## config.mk

```make
export PLATFORM = sky130hd
export DESIGN_NAME = assert_monitor_flat
export DESIGN_NICKNAME = d
export VERILOG_FILES = /design/src/rtl/assert_monitor_if.sv /design/src/rtl/assert_monitor.sv /design/src/flat_wrapper.sv
export SDC_FILE = /design/constraint.sdc
export NUM_CORES = 1
export LEC_CHECK = 0
export ABC_AREA = 0
export CAP_MARGIN = 10
export CORE_ASPECT_RATIO = 0.6
export CORE_MARGIN = 10
export CORE_UTILIZATION = 55
export CTS_CLUSTER_SIZE = 8
export DETAILED_ROUTE_END_ITERATION = 10
export GPL_ROUTABILITY_DRIVEN = 0
export PLACE_DENSITY = 0.74
export SETUP_SLACK_MARGIN = 0.2
export SYNTH_ARGS = -nofsm -noshare
export SYNTH_HDL_FRONTEND = slang
export SYNTH_SLANG_ARGS = --single-unit
```

## constraint.sdc

```tcl
create_clock -name clk -period 9.6 [get_ports clk]
set_input_delay 1.92 -clock clk [delete_from_list [all_inputs] [get_ports clk]]
set_output_delay 1.92 -clock clk [all_outputs]
set_load 0.03 [all_outputs]
```

## src/rtl/assert_monitor_if.sv

```systemverilog
// Check-request and event-record stream bundle for assert_monitor.
// The slave side is the monitor. The master side is the checked logic together with the log sink.
interface assert_monitor_if #(
  parameter int NUM_CH   = 4,
  parameter int WIDTH    = 8,
  parameter int TS_WIDTH = 32
);
  localparam int CHW   = (NUM_CH > 1) ? $clog2(NUM_CH) : 1;
  localparam int REC_W = TS_WIDTH + 3 + CHW + 2*WIDTH;

  logic [NUM_CH-1:0]       chk_valid;
  logic [NUM_CH-1:0]       chk_ready;
  logic [NUM_CH-1:0]       chk_mode;
  logic [NUM_CH*WIDTH-1:0] chk_received;
  logic [NUM_CH*WIDTH-1:0] chk_expected;
  logic                    ev_valid;
  logic                    ev_ready;
  logic [REC_W-1:0]        ev_data;

  modport slave (
    input  chk_valid, chk_mode, chk_received, chk_expected, ev_ready,
    output chk_ready, ev_valid, ev_data
  );

  modport master (
    output chk_valid, chk_mode, chk_received, chk_expected, ev_ready,
    input  chk_ready, ev_valid, ev_data
  );
endinterface

```

## src/rtl/assert_monitor.sv

```systemverilog
// Multi-channel EQ/NE checker with round-robin arbitration and pass/fail counters.
// Level-filtered event records go through a FWFT FIFO with a registered output.
module assert_monitor #(
  parameter int NUM_CH    = 4,
  parameter int WIDTH     = 8,
  parameter int DEPTH     = 16,
  parameter int TS_WIDTH  = 32,
  parameter int CNT_WIDTH = 16,
  localparam int CHW   = (NUM_CH > 1) ? $clog2(NUM_CH) : 1,
  localparam int AW    = $clog2(DEPTH),
  localparam int REC_W = TS_WIDTH + 3 + CHW + 2*WIDTH
)(
  input  logic                 clk,
  input  logic                 rst_n,
  assert_monitor_if.slave      bus,
  input  logic [2:0]           min_level,
  input  logic                 halt,
  output logic [CNT_WIDTH-1:0] pass_count,
  output logic [CNT_WIDTH-1:0] fail_count,
  output logic                 err_flag,
  output logic [AW:0]          fifo_level
);

  localparam logic [2:0] LVL_INFO  = 3'd2;
  localparam logic [2:0] LVL_ERROR = 3'd4;

  // A single sync stage makes the second rising edge after release the first active one.
  logic active_q;
  always_ff @(posedge clk or negedge rst_n) begin
    if (!rst_n) active_q <= 1'b0;
    else        active_q <= 1'b1;
  end

  logic [TS_WIDTH-1:0]  ts_q, ts_d;
  logic [CHW-1:0]       ptr_q, ptr_d;
  logic [CNT_WIDTH-1:0] pass_q, pass_d, fail_q, fail_d;
  logic                 err_q, err_d;
  logic [AW:0]          wr_q, wr_d, rd_q, rd_d;
  logic                 ev_valid_q, ev_valid_d;
  logic [REC_W-1:0]     ev_data_q, ev_data_d;
  logic [REC_W-1:0]     mem_q [DEPTH];

  // ptr_q is the first channel searched, i.e. the one after the last grant.
  logic           gnt_any;
  logic [CHW-1:0] gnt_idx;
  always_comb begin
    int c;
    gnt_any = 1'b0;
    gnt_idx = '0;
    c       = 0;
    for (int k = 0; k < NUM_CH; k++) begin
      c = int'(ptr_q) + k;
      if (c >= NUM_CH) c = c - NUM_CH;
      if (!gnt_any && bus.chk_valid[CHW'(c)]) begin
        gnt_any = 1'b1;
        gnt_idx = CHW'(c);
      end
    end
  end

  logic [WIDTH-1:0] sel_rec, sel_exp;
  logic             pass, want_push, full, pop, accept, push;
  logic [2:0]       level;
  logic [AW:0]      cnt, cnt_d;
  logic [REC_W-1:0] rec;

  assign sel_rec   = bus.chk_received[gnt_idx*WIDTH +: WIDTH];
  assign sel_exp   = bus.chk_expected[gnt_idx*WIDTH +: WIDTH];
  assign pass      = (sel_rec == sel_exp) ^ bus.chk_mode[gnt_idx];
  assign level     = pass ? LVL_INFO : LVL_ERROR;
  assign want_push = (level >= min_level);
  assign cnt       = wr_q - rd_q;
  assign full      = (cnt == (AW+1)'(DEPTH));
  assign pop       = active_q & ev_valid_q & bus.ev_ready;
  // A full FIFO still takes a record when the head leaves in the same cycle.
  assign accept    = active_q & gnt_any & ~halt & (~full | pop | ~want_push);
  assign push      = accept & want_push;
  assign rec       = {ts_q, level, gnt_idx, sel_rec, sel_exp};

  always_comb begin
    bus.chk_ready = '0;
    if (accept) bus.chk_ready[gnt_idx] = 1'b1;
  end

  always_comb begin
    ts_d   = ts_q + 1'b1;
    ptr_d  = ptr_q;
    pass_d = pass_q;
    fail_d = fail_q;
    err_d  = err_q;
    if (accept) begin
      ptr_d = (gnt_idx == CHW'(NUM_CH-1)) ? '0 : gnt_idx + 1'b1;
      if (pass && pass_q != '1) pass_d = pass_q + 1'b1;
      if (!pass && fail_q != '1) fail_d = fail_q + 1'b1;
      if (!pass) err_d = 1'b1;
    end
    wr_d       = wr_q + {{AW{1'b0}}, push};
    rd_d       = rd_q + {{AW{1'b0}}, pop};
    cnt_d      = wr_d - rd_d;
    ev_valid_d = (cnt_d != '0);
    // The next head is the record written this cycle when it lands in the head slot.
    if (cnt_d == '0)
      ev_data_d = '0;
    else if (push && wr_q[AW-1:0] == rd_d[AW-1:0])
      ev_data_d = rec;
    else
      ev_data_d = mem_q[rd_d[AW-1:0]];
  end

  always_ff @(posedge clk or negedge rst_n) begin
    if (!rst_n) begin
      ts_q       <= '0;
      ptr_q      <= '0;
      pass_q     <= '0;
      fail_q     <= '0;
      err_q      <= 1'b0;
      wr_q       <= '0;
      rd_q       <= '0;
      ev_valid_q <= 1'b0;
      ev_data_q  <= '0;
    end else if (active_q) begin
      ts_q       <= ts_d;
      ptr_q      <= ptr_d;
      pass_q     <= pass_d;
      fail_q     <= fail_d;
      err_q      <= err_d;
      wr_q       <= wr_d;
      rd_q       <= rd_d;
      ev_valid_q <= ev_valid_d;
      ev_data_q  <= ev_data_d;
    end
  end

  always_ff @(posedge clk) begin
    if (push) mem_q[wr_q[AW-1:0]] <= rec;
  end

  assign bus.ev_valid = ev_valid_q;
  assign bus.ev_data  = ev_data_q;
  assign pass_count   = pass_q;
  assign fail_count   = fail_q;
  assign err_flag     = err_q;
  assign fifo_level   = cnt;

endmodule

```

## src/flat_wrapper.sv

```systemverilog
// flat-port wrapper written by rule: the top's interface ports become plain ports
module assert_monitor_flat 
#(
  parameter int NUM_CH    = 4,
  parameter int WIDTH     = 8,
  parameter int DEPTH     = 16,
  parameter int TS_WIDTH  = 32,
  parameter int CNT_WIDTH = 16,
  localparam int CHW   = (NUM_CH > 1) ? $clog2(NUM_CH) : 1,
  localparam int AW    = $clog2(DEPTH),
  localparam int REC_W = TS_WIDTH + 3 + CHW + 2*WIDTH
)
  (clk, rst_n, min_level, halt, pass_count, fail_count, err_flag, fifo_level, bus_chk_valid, bus_chk_mode, bus_chk_received, bus_chk_expected, bus_ev_ready, bus_chk_ready, bus_ev_valid, bus_ev_data);
  assert_monitor_if #(.NUM_CH(NUM_CH), .WIDTH(WIDTH), .TS_WIDTH(TS_WIDTH)) bus_i ();
  input  logic clk;
  input  logic rst_n;
  input  logic [2:0] min_level;
  input  logic halt;
  output logic [CNT_WIDTH-1:0] pass_count;
  output logic [CNT_WIDTH-1:0] fail_count;
  output logic err_flag;
  output logic [AW:0] fifo_level;
  input wire logic [$bits(bus_i.chk_valid)-1:0] bus_chk_valid;
  input wire logic [$bits(bus_i.chk_mode)-1:0] bus_chk_mode;
  input wire logic [$bits(bus_i.chk_received)-1:0] bus_chk_received;
  input wire logic [$bits(bus_i.chk_expected)-1:0] bus_chk_expected;
  input wire logic [$bits(bus_i.ev_ready)-1:0] bus_ev_ready;
  output wire logic [$bits(bus_i.chk_ready)-1:0] bus_chk_ready;
  output wire logic [$bits(bus_i.ev_valid)-1:0] bus_ev_valid;
  output wire logic [$bits(bus_i.ev_data)-1:0] bus_ev_data;
  assign bus_i.chk_valid = bus_chk_valid;
  assign bus_i.chk_mode = bus_chk_mode;
  assign bus_i.chk_received = bus_chk_received;
  assign bus_i.chk_expected = bus_chk_expected;
  assign bus_i.ev_ready = bus_ev_ready;
  assign bus_chk_ready = bus_i.chk_ready;
  assign bus_ev_valid = bus_i.ev_valid;
  assign bus_ev_data = bus_i.ev_data;
  assert_monitor #(.NUM_CH(NUM_CH), .WIDTH(WIDTH), .DEPTH(DEPTH), .TS_WIDTH(TS_WIDTH), .CNT_WIDTH(CNT_WIDTH)) u_core (.clk(clk), .rst_n(rst_n), .bus(bus_i), .min_level(min_level), .halt(halt), .pass_count(pass_count), .fail_count(fail_count), .err_flag(err_flag), .fifo_level(fifo_level));
endmodule
```

# == Word level (Yosys, flattened, before mapping) ==
# Memory sizes are Yosys's and may differ from the RTL's.
# Cells that the tools add are included.
# word_totals
register_bits,132
rom_bits,0
mem_count,1
latchBits,0
wordCells,110
output_inout_bits,96
in_bits,79
ram_bits,848
# op_classes
multipliers,0
n_reduce_logical,17
magnitude_cmp,11
muxes,35
n_addsub,15
n_shift,2
bitwise,13
eq_ne,6
div,0
# mem_list
memory,depth,width,read_ports,rd_ports_with_merged_regs,write_ports,line_no,text
u_core.mem_q,16,53,1,0,1,assert_monitor.sv:41,logic [REC_W-1:0] mem_q [DEPTH];
# op_table
operator,n
$mux W53,2
$shiftx A32 B6 Y8,2
$add A16 B1 Y16 const B,2
$add A32 B1 Y32 const B,1
$ne A16 B16 Y1 const B,2
$mux W2,9
$lt A2 B4 Y1 const B,4
$mux W1,16
$add A5 B1 Y5,2
$bmux W1 S2,5
$sub A5 B5 Y5,2
$ge A3 B3 Y1 const B,3
$reduce_and A3 Y1,3
$eq A8 B8 Y1,1
$sub A2 B1 Y2 const B,4
$logic_and A1 B1 Y1,7
$add A2 B2 Y3 const B,2
$and A1 B1 Y1,6
$eq A5 B5 Y1 const B,1
$logic_not A5 Y1,1
$reduce_bool A5 Y1,1
$eq A4 B4 Y1,1
$logic_not A1 Y1,4
$mux W4,1
other kinds (13),17

# == Depth between registers and ports, before layout ==
# logic_depth
ltp_word,28
mapped_depth,26

# == Worst setup path before layout ==
# No wires, ideal clock.
# synth_path
kind,in2reg
startpoint,input port bus_chk_valid[3]
endpoint,memory u_core.mem_q[12][0] in the netlist's numbering (enable)
n_path_buf,1
arrival_time_ns,7.974
slack_ns,1.100
required_time_ns,9.074
cell_stages,12
cell_sequence,nor2b_1 -> o21ai_0 -> o211a_1 -> clkbuf_1 -> nand3_1 -> o211ai_1 -> nand4b_4 -> nor4_4 -> xnor2_2 -> a21oi_1 -> nand3_1 -> nor3_1
# synth_via
elab_chain_cells,24
word_cells_on_any_way,42
cone_classes,order compare: 1; eq/ne: 1; shift: 2; mux: 25; bitwise: 7; reduce/logical: 6
# synth_rtl
item,line_no,text
from (decl),flat_wrapper.sv:23,input wire logic [$bits(bus_i.chk_valid)-1:0] bus_chk_valid;
$bmux W1 S2,assert_monitor.sv:54,if (!gnt_any && bus.chk_valid[CHW'(c)]) begin
$mux W1 (implied by the code) (2 in series),assert_monitor.sv:54,
$mux W1,assert_monitor.sv:54,
$logic_not A1 Y1,assert_monitor.sv:54,
$logic_and A1 B1 Y1,assert_monitor.sv:54,
$mux W1,assert_monitor.sv:54,
$logic_not A1 Y1,assert_monitor.sv:54,
$logic_and A1 B1 Y1,assert_monitor.sv:54,
[... 4 more ...],n/a,
via u_core.gnt_idx[0],assert_monitor.sv:45,logic [CHW-1:0] gnt_idx;
[... 4 more ...],n/a,
via u_core.level[1],assert_monitor.sv:63,logic [2:0] level;
$ge A3 B3 Y1 (*),assert_monitor.sv:71,assign want_push = (level >= min_level);
$not A1 Y1,assert_monitor.sv:76,assign accept = active_q & gnt_any & ~halt & (~full | pop | ~want_push);
$or A1 B1 Y1,assert_monitor.sv:76,
$and A1 B1 Y1,assert_monitor.sv:76,
$and A1 B1 Y1 (*),assert_monitor.sv:77,assign push = accept & want_push;
$mux W1 (*),assert_monitor.sv:135,if (push) mem_q[wr_q[AW-1:0]] <= rec;
$mux W1 (implied by the code) (*),assert_monitor.sv:135,
to (decl),assert_monitor.sv:41,
# Mark *: on every way through the listed nets, which the timed path passes. The rest lies on a longest branch. The select of a mux whose other input is x is not followed.

# == Worst setup path after layout ==
# layout_path
startpoint,input port bus_chk_valid[3]
endpoint,output port bus_chk_ready[2]
# layout_via
elab_chain_cells,22
word_cells_on_any_way,45
cone_classes,order compare: 3; eq/ne: 1; shift: 2; mux: 26; bitwise: 6; reduce/logical: 7
# layout_rtl
item,line_no,text
$bmux W1 S2,assert_monitor.sv:54,
$mux W1 (implied by the code) (2 in series),assert_monitor.sv:54,
$mux W1,assert_monitor.sv:54,
$logic_not A1 Y1,assert_monitor.sv:54,
$logic_and A1 B1 Y1,assert_monitor.sv:54,
$mux W1,assert_monitor.sv:54,
$logic_not A1 Y1,assert_monitor.sv:54,
$logic_and A1 B1 Y1,assert_monitor.sv:54,
[... 4 more ...],n/a,
via u_core.gnt_idx[1],assert_monitor.sv:45,
[... 2 more ...],n/a,
$xor A1 B1 Y1 (*),assert_monitor.sv:69,assign pass = (sel_rec == sel_exp) ^ bus.chk_mode[gnt_idx];
$mux W3 (*),assert_monitor.sv:70,assign level = pass ? LVL_INFO : LVL_ERROR;
via u_core.level[1],assert_monitor.sv:63,
$ge A3 B3 Y1 (*),assert_monitor.sv:71,
$not A1 Y1 (*),assert_monitor.sv:76,
$or A1 B1 Y1 (*),assert_monitor.sv:76,
$and A1 B1 Y1 (*),assert_monitor.sv:76,
$mux W4 (*),assert_monitor.sv:82,if (accept) bus.chk_ready[gnt_idx] = 1'b1;
to (decl),flat_wrapper.sv:28,output wire logic [$bits(bus_i.chk_ready)-1:0] bus_chk_ready;
# Marks and branches as above.

==> flow_summary.yaml <==
outcome:
  status: "finished clean"
clocking:
  post-cts-setup-buffers: 0
  clkLatencyLatePin_ns: 0.69
  cts.sinks: 963
  post_cts_resize_count: 0
  cts_max_level: 4
  cts_hold_buf: 0
  clockBufferDepth: 3
  cts-root-buf: "clkbuf_16"
  tritoncts.num_buffers: 138
  cts.clk_slew.worst_paths_ns: 0.05
  cts_tree: "done"
routing:
  routed_via_density: 6.34
  routed_wirelength_mm: 92.8
  drc: 0
  ant_nets: 0
  wl_met2_mm: 44.7
  via_count: 20300
  met3_length_mm: 8.33
  drtPass1Iterations: 7
  wl_per_cell_um: 29.0
  top_layer_used: "met4"
  met1_length_mm: 37.9
  detail_route.iter0.violations: 2549
placement:
  hpwl_mm: 49.2
  io_buffers: 173
global_route:
  grt_pass1_vias: 21300
  track_usage_pct: 23.1
  grt_max_degree: 114
  grt_overflow: 0
  grt_antenna_before_repair: 1
  grt_pass1_wl_mm: 140
die:
  fp-row-count: 75
  io_pins: 175
  die_w_um: 362
  die_height_um: 225
  coreArea_um2: 69800
  initial_utilization_pct: 55.4
  die-area_um2: 81700
logic_synthesis:
  synth_area_um2: 38700
  yosysUniqueCellTypes: 63
  synth.area.top_cells: "edfxtp_1 (65%), mux4_2 (15%), dfrtp_1 (8.5%)"
  ys_top_cells_by_count: "edfxtp_1 (832), mux4_2 (260), dfrtp_1 (131)"
  post_synth.cell_area_avg_um2: 20.3
  syn_nets: 2001
  synth_top_area_share_pct: 64.6
  synth-main-ff-cell: "edfxtp_1"
  synthCells: 1902
  yosysSeqAreaShare_pct: 73.0
  async_flop_share_pct: 13.6
  synth-edff-count: 832
  synth_top_area_cell: "edfxtp_1"
  ys_ff_latch: 963
  synth.most_common_cell: "edfxtp_1"
  synth_warnings: 0
pwr:
  power-per-cell-area_nw_per_um2: 312
  p_leak_nw: 15.5
  ir_drop_uv: 291
critical_path:
  cp_data_required_time_ns: 7.68
  crit_path_start_kind: "input port"
  cp_max_fo: 23
  crit_arrival_ns: 6.92
  critPathCaptureType: "output port"
  critPathKind: "in2out"
timing:
  finalCritPeriodShare_pct: 92.1
  finalCriticalPeriod_ns: 8.84
  hold_viol: 0
  setup_tns_ns: 0
  max_slew.worst_pin.slew_ns: 1.22
  rsz0062_at_grt: "no"
  finalSetupViolCount: 0
  fmax_mhz: 113
  skew_ns: 0.0242
  drv_slew: 0
  worst_hold_slack_ns: 0.465
  slew_headroom_pct: 18.3
layout:
  drive_gt1_share_pct: 22.6
  nFillCells: 4536
  antenna_cells: 0
  seqCellArea_um2: 28300
  nets: 2267
  multiInputGateArea_um2: 10100
  area_delta_synth_final_pct: 18.3
run:
  cap_viol_max_count: 0
worst_hold_path:
  hold_class: "reg2reg"
flip-flops by register name, summed over array words and instances, names as in the netlist:
register,flops
u_core.err_flag,1
u_core.bus.ev_valid,1
u_core.wr_q,5
u_core.fail_count,16
u_core.ptr_q,2
u_core.pass_count,16
u_core.bus.ev_data,52
u_core.mem_q,832
u_core.active_q,1
u_core.ts_q,32
u_core.rd_q,5
worst max-delay path, cell delays in order:
cell             delay (ns)
clkdlybuf4s50_1        0.60
nand3b_1               0.19
o221ai_2               0.35
nor2_8                 0.41
inv_4                  0.19
a211oi_1               0.53
a211oi_1               0.10
nand4b_4               0.22
nor4_4                 0.43
xnor2_2                0.21
buf_4                  0.31
nand2_1                0.08
a31oi_1                0.46
and2_1                 0.22
clkdlybuf4s50_1        0.67
worst paths after layout:
kind                                  start                endpoint  slack (ns)  depth (start not counted)
hold reg to reg             u_core.err_flag         u_core.err_flag        0.47                          1
max in group asynchronous             rst_n   u_core.pass_count[14]        6.81                          2
setup / recovery           bus_chk_valid[3]        bus_chk_ready[2]        0.76                         15
min in group asynchronous             rst_n    u_core.pass_count[7]        1.27                          1
hold / removal              u_core.err_flag         u_core.err_flag        0.47                          1
setup reg to reg            u_core.ptr_q[0]  u_core.bus.ev_data[16]        2.65                         22
cells by family (layout without fill, tap and decap cells):
logic type	Yosys count	after routing	share of synthesized area (%)
mux	317	317	16.6
buf+inv	123	500	1.29
flops	963	963	73.0
fa+ha+maj	20	20	0.666
other cells	2	2	0.0194
compound gates	132	132	2.67
xor+xnor	84	84	1.96
simple gates	261	261	3.72
cell type report:
class / instances / share of cell area [%]
Tap cell: 924 / 2.53
Sequential cell: 963 / 61.7
Clock inverter: 9 / 0.243
Timing Repair Buffer: 222 / 4.71
Clock buffer: 242 / 8.49
Multi-Input combinational cell: 816 / 22.1
Inverter: 27 / 0.227
cell usage in the layout (no fill, tap or decap), drive strengths merged, types with 2 or more instances in the layout:
cell type,n
or3,2
a31oi,2
mux4,260
nor2,45
edfxtp,832
dfrtp,131
mux2i,51
xnor2,51
clkdlybuf4s50,172
clkbuf,242
nand4,14
nand2b,8
xor2,33
a21oi,7
nand3b,3
mux2,6
o21ai,24
o211ai,9
nor3,17
nor4,6
nand2,45
nor2b,7
a211oi,21
ha,19
inv,32
nand4b,4
nor4b,2
nand3,62
and2,13
and3,29
buf,50
clkinv,3
a21o,6
conb,2
a211o,5
o2bb2ai,50
where the power goes:
part	switching, W	leakage (nW)	internal (W)
Clock	0.00172	1.89	0.00272
Combinational	0.00245	4.45	0.00204
Sequential	0.000259	9.17	0.00509
stage by stage:
step	worst slack [ns]	area (µm²)	total power, W	util (%)	cells
floorplan	1.10	38700	0.00849	-	1902
global placement	1.16	41800	0.00979	59.8	2948
global route	0.541	45800	0.0149	65.6	3203
CTS	0.875	45700	0.0144	65.5	3199
finish	0.761	45800	0.0143	65.6	3203
detailed placement	0.723	41800	0.00990	59.8	2948
routing by layer:
metal | vias up | track usage [%]
met5 | - | 0
li1 | 8390 | -
met3 | 155 | 5.03
met4 | 0 | 6.56
met2 | 1059 | 35.9
met1 | 10700 | 33.1
Note: power is estimated with default switching activity, not from simulation.
